===== config.mk =====
export PLATFORM = sky130hd
export DESIGN_NAME = display_scanner
export DESIGN_NICKNAME = d
export VERILOG_FILES = /design/src/rtl/display_pkg.sv /design/src/rtl/seg7_decode.sv /design/src/rtl/display_scanner.sv
export SDC_FILE = /design/constraint.sdc
export NUM_CORES = 1
export LEC_CHECK = 0
export BUFFER_PORTS_ARGS = -buffer_cell sky130_fd_sc_hd__buf_2
export CORE_MARGIN = 4
export CORE_UTILIZATION = 40
export DETAILED_ROUTE_END_ITERATION = 8
export HOLD_SLACK_MARGIN = 0.1
export MAX_ROUTING_LAYER = met4
export PLACE_DENSITY_LB_ADDON = 0.2
export RECOVER_POWER = 50
export SLEW_MARGIN = 20
export SYNTH_ARGS = -nofsm -noshare
export SYNTH_HDL_FRONTEND = slang
export SYNTH_SLANG_ARGS = --single-unit

===== constraint.sdc =====
create_clock -name in_clock -period 2.2 [get_ports in_clock]
set_input_delay 0.11 -clock in_clock [delete_from_list [all_inputs] [get_ports in_clock]]
set_output_delay 0.11 -clock in_clock [all_outputs]
set_load 0.03 [all_outputs]

===== src/rtl/display_pkg.sv =====
// display_pkg: shared segment patterns, blank constants and digit indices for the display scanner.
package display_pkg;
   localparam logic [7:0] SEG_0 = 8'hC0;
   localparam logic [7:0] SEG_1 = 8'hF9;
   localparam logic [7:0] SEG_2 = 8'hA4;
   localparam logic [7:0] SEG_3 = 8'hB0;
   localparam logic [7:0] SEG_4 = 8'h99;
   localparam logic [7:0] SEG_5 = 8'h92;
   localparam logic [7:0] SEG_6 = 8'h82;
   localparam logic [7:0] SEG_7 = 8'hF8;
   localparam logic [7:0] SEG_8 = 8'h80;
   localparam logic [7:0] SEG_9 = 8'h90;
   localparam logic [7:0] SEG_OFF = 8'hFF;
   localparam logic [3:0] AN_OFF = 4'b1111;
   localparam logic [1:0] IDX_SEC0 = 2'd0;
   localparam logic [1:0] IDX_SEC1 = 2'd1;
   localparam logic [1:0] IDX_MIN0 = 2'd2;
   localparam logic [1:0] IDX_MIN1 = 2'd3;
endpackage


===== src/rtl/seg7_decode.sv =====
// seg7_decode: BCD digit to active-low 7-segment pattern, dark for values above 9.
module seg7_decode
   import display_pkg::*;
(
   input  logic [3:0] digit_i,
   output logic [7:0] seg_o
);
   always_comb begin
      seg_o = SEG_OFF;
      case (digit_i)
         4'd0: seg_o = SEG_0;
         4'd1: seg_o = SEG_1;
         4'd2: seg_o = SEG_2;
         4'd3: seg_o = SEG_3;
         4'd4: seg_o = SEG_4;
         4'd5: seg_o = SEG_5;
         4'd6: seg_o = SEG_6;
         4'd7: seg_o = SEG_7;
         4'd8: seg_o = SEG_8;
         4'd9: seg_o = SEG_9;
         default: seg_o = SEG_OFF;
      endcase
   end
endmodule


===== src/rtl/display_scanner.sv =====
// display_scanner: snapshots MM:SS once per frame and multiplexes it onto a 4-digit common-anode display.
// Define DISPLAY_SCANNER_COLON_EN to light the DP of minute0 as the MM.SS separator.
module display_scanner
   import display_pkg::*;
#(
   parameter int REFRESH_DIV  = 50000,
   parameter int BLINK_DIV    = 25000000,
   parameter int BLANK_CYCLES = 16
) (
   input  logic       in_clock,
   input  logic       in_reset,
   input  logic [3:0] in_minute1,
   input  logic [3:0] in_minute0,
   input  logic [3:0] in_second1,
   input  logic [3:0] in_second0,
   input  logic       in_adjust,
   input  logic       in_select,
   output logic [7:0] out_seg,
   output logic [3:0] out_an,
   output logic       out_frame_start
);
   localparam int PW  = $clog2(REFRESH_DIV);
   localparam int BW  = $clog2(BLINK_DIV);
   localparam int BKW = $clog2(BLANK_CYCLES + 2);

   logic [PW-1:0]  presc_q, presc_d;
   logic [1:0]     idx_q, idx_d;
   logic [BKW-1:0] blank_q, blank_d;
   logic [BW-1:0]  blink_q, blink_d;
   logic           phase_q, phase_d;
   logic [15:0]    snap_q, snap_d;
   logic           frame_q, frame_d;
   logic [7:0]     seg_q, seg_d;
   logic [3:0]     an_q, an_d;
   logic           tick, bwrap, off;
   logic [3:0]     digit;
   logic [7:0]     pat;

   seg7_decode u_dec (.digit_i(digit), .seg_o(pat));

   always_comb begin
      tick    = presc_q == PW'(REFRESH_DIV - 1);
      bwrap   = blink_q == BW'(BLINK_DIV - 1);
      presc_d = tick ? '0 : presc_q + 1'b1;
      idx_d   = tick ? idx_q + 2'd1 : idx_q;
      blank_d = tick ? BKW'(BLANK_CYCLES) : (blank_q != '0 ? blank_q - 1'b1 : blank_q);
      frame_d = tick && idx_q == IDX_MIN1;
      snap_d  = frame_d ? {in_minute1, in_minute0, in_second1, in_second0} : snap_q;
      blink_d = (!in_adjust || bwrap) ? '0 : blink_q + 1'b1;
      phase_d = in_adjust && (phase_q ^ bwrap);
      digit   = snap_q[{idx_q, 2'b00} +: 4];
      // select=1 blanks indices 0,1 (idx[1]=0); select=0 blanks 2,3
      off     = blank_q != '0 || (phase_q && idx_q[1] != in_select);
      an_d    = off ? AN_OFF : ~(4'b0001 << idx_q);
`ifdef DISPLAY_SCANNER_COLON_EN
      seg_d   = off ? SEG_OFF : (idx_q == IDX_MIN0 ? {1'b0, pat[6:0]} : pat);
`else
      seg_d   = off ? SEG_OFF : pat;
`endif
   end

   always_ff @(posedge in_clock) begin
      if (in_reset) begin
         presc_q <= '0;
         idx_q   <= IDX_SEC0;
         blank_q <= '0;
         blink_q <= '0;
         phase_q <= 1'b0;
         snap_q  <= '0;
         frame_q <= 1'b0;
         seg_q   <= SEG_OFF;
         an_q    <= AN_OFF;
      end else begin
         presc_q <= presc_d;
         idx_q   <= idx_d;
         blank_q <= blank_d;
         blink_q <= blink_d;
         phase_q <= phase_d;
         snap_q  <= snap_d;
         frame_q <= frame_d;
         seg_q   <= seg_d;
         an_q    <= an_d;
      end
   end

   assign out_seg         = seg_q;
   assign out_an          = an_q;
   assign out_frame_start = frame_q;
endmodule

==> results by group <==
Run status
  • Status: finished clean

Floorplanning
  • DIE AREA: roughly 10,000 um^2
  • Row Count: 33
  • Die height: between 100 and 150 um
  • CORE AREA: ~8300 um^2
  • I/O pins: 33
  • Chip width: slightly above 100 um
  • Starting Density: 41.6%

Clock tree
  • Clk slew on worst S/H paths: about 0.08 ns
  • Clock Tree Root: clkbuf_8
  • # H-tree levels: 3
  • PostCTS Resize Cnt: 0
  • # clock sinks: 77
  • Max Buffers Root-to-Sink: 2
  • CTS tree: yes
  • Num CTS Buffers: 9
  • Worst-Skew Late Latency: ~0.34 ns

Synthesis
  • Sequential area share after synthesis: ~45%
  • Syn_nets: approximately 420
  • YS warnings: 0
  • Mapped Avg Cell Area: ~9 um^2
  • Cell Area, Synth: roughly 3400 um^2
  • FF+latch count, synth: between 70 and 80
  • Distinct cells, synth: 42
  • Cells after Synth: a little under 400

Placed design
  • IO Port Bufs: 31
  • Placed instance count: slightly above 500
  • Placed cell area: roughly 3700 um^2
  • GPL Wtd Cong: between 0.8 and 0.9
  • Pre-CTS WS: ~0.14 ns
  • Hpwl dp: approximately 5000 um

Timing
  • Final max-slew violation count: 0
  • Final hold violation count: 0
  • RSZ-0062 raised after global routing: no
  • Fin crit period: between 2 and 2.5 ns
  • Final setup margin: about 0.16 ns
  • Worst hold slack: 0.165 ns
  • Final setup vio count: 0
  • Final setup skew: roughly 0.0087 ns
  • Part of the cycle the worst path needs: approximately 93%
  • Setup TNS: 0 ns
  • Achievable clock frequency: approximately 0.49 GHz

Layout
  • Most frequent cells in the layout: dfxtp_1, nor2_1, o21ai_0, a21oi_1, nand3_1
  • Area Growth Syn to Fin: 17.2%
  • Finished Layout Cells: between 500 and 600
  • # diodes: 0
  • Layout cell share with drive strength beyond 1: between 10% and 20%
  • # nets final: 470
  • Finished Cell Area: about 4000 um^2
  • Commonest non-fill, non-tap cell in the layout: dfxtp_1

Critical path
  • Crit. End Element: register
  • Worst R2R Setup Slack: ~0.16 ns
  • Reg2reg start: blank_q[0]
  • CP required: around 2.4 ns
  • Critical path class: reg -> reg
  • Worst reg-to-reg path cell count: 6
  • Worst Path Arrival: about 2.3 ns
  • Setup crit start: blank_q[0]
  • Crit start category: register
  • Crit-path max FO: 6
  • Worst R2R End: out_seg[6]
  • Worst Setup EP: out_seg[6]

Global routing
  • Vias in the first global route: roughly 2,800
  • Antenna violations before repair: 0
  • Largest net degree at the start of global routing: 25
  • GR Overflow Total: 0
  • Global-route wire length before repair: ~12,000 um
  • GRT Total Usage: 15.4%

Drt
  • DRC violations left: 0
  • Vias: between 2,000 and 3,000
  • WL/cell: 13.0 um
  • Final ANT Viol Nets: 0
  • DRT iter0 DRCs: about 220
  • Drt total wl: around 7100 um
  • Vias per inst: between 5 and 6
  • DRT Pass-1 Iters: 4

Power
  • Leak pwr: approximately 1.4 nW
  • PwrDens: about 740 nW/um^2
  • Peak supply drop: between 0.0003 and 0.0004 V

Run
  • MaxCap Viol Count: 0

Hold path
  • HP Class: in -> reg
-- per-layer routing --
layer	vias up	wire [um]	global-route usage [%]
li1	1480	-	-
met3	8	234	5.12
met2	33	3320	24.4
met1	1320	3470	18.7
met5	-	0	-
met4	0	71	4.46
-- power by group --
part           internal, W  switching (W)  leakage (nW)
Clock             0.000536       0.000482        0.0970
Combinational     0.000165       0.000282         0.680
Sequential         0.00148      0.0000390         0.624
-- sequential cells by signal, summed over array words and instances, names as in the netlist --
name             cells
blank_q              5
blink_q             25
idx_q                2
out_an               4
out_frame_start      1
out_seg              7
phase_q              1
presc_q             16
snap_q              16
-- cell type report --
cell class	instances	area [um^2]
Inverter	12	45.0
Sequential cell	77	1540
Fill cell	804	4260
Clock buffer	16	190
Tap cell	105	131
Timing Repair Buffer	57	369
Multi-Input combinational cell	281	1760
-- logic make-up after synthesis --
kind of cell	synth area share [%]
AND/OR/NAND/NOR	24.9
multiplexers	3.23
XOR/XNOR	7.36
adder cells (fa/ha/maj)	4.35
AO/OA/AOI/OAI	11.4
flip-flops	44.7
other	0.109
buffers and inverters	3.99
-- worst min-delay path by stage --
stage,slack [ns],end,cells after the start,start
after floorplan,0.19,out_frame_start,1,in_reset
after global placement,0.37,snap_q[5],3,in_second1[1]
after detailed placement,0.38,snap_q[14],3,in_minute1[2]
after CTS,0.16,phase_q,3,in_adjust
after global routing,0.16,phase_q,3,in_adjust
final,0.17,phase_q,3,in_adjust
-- metrics by stage --
stage | utilization [%] | total power [W]
after CTS | 49.0 | 0.00304
after detailed placement | 44.8 | 0.00200
final | 48.7 | 0.00299
after floorplan | - | 0.00187
after global routing | 48.7 | 0.00313
after global placement | 44.8 | 0.00199
-- cells in the mapped netlist, drive strengths merged --
library cell | instances | area, um^2
dfxtp | 77 | 1540
nor2 | 39 | 146
a21oi | 33 | 165
nand3 | 33 | 170
o21ai | 33 | 165
nand2 | 21 | 78.8
xor2 | 18 | 158
nand4 | 15 | 93.8
clkbuf | 13 | 48.8
ha | 12 | 150
inv | 12 | 45.0
or3 | 12 | 78.8
xnor2 | 11 | 96.3
buf | 9 | 43.8
and4 | 8 | 71.3
and3 | 6 | 38.8
nor3 | 6 | 30.0
mux4 | 4 | 90.1
and2 | 3 | 18.8
nor2b | 3 | 18.8
nor4 | 3 | 18.8
o31ai | 3 | 27.5
or4 | 3 | 22.5
a211oi | 2 | 20.0
nand2b | 2 | 12.5
nor4b | 2 | 17.5
nor4bb | 2 | 20.0
a21boi | 1 | 7.51
a21o | 1 | 7.51
conb | 1 | 3.75
mux2 | 1 | 11.3
mux2i | 1 | 10.0
nand4bb | 1 | 11.3
or4b | 1 | 10.0
-- repair_timing --
item                      CTS  global route
hold buffers               16             0
setup buffers               0             0
hold endpoints to repair   16             0
-- critical path: stages (launching register included) --
cell	delay (ns)
dfxtp_1	0.33
inv_1	0.06
ha_1	0.20
or4b_2	0.68
a211oi_2	0.27
and2_1	0.24
o21ai_0	0.13
Power figures use the tool's default switching activity.
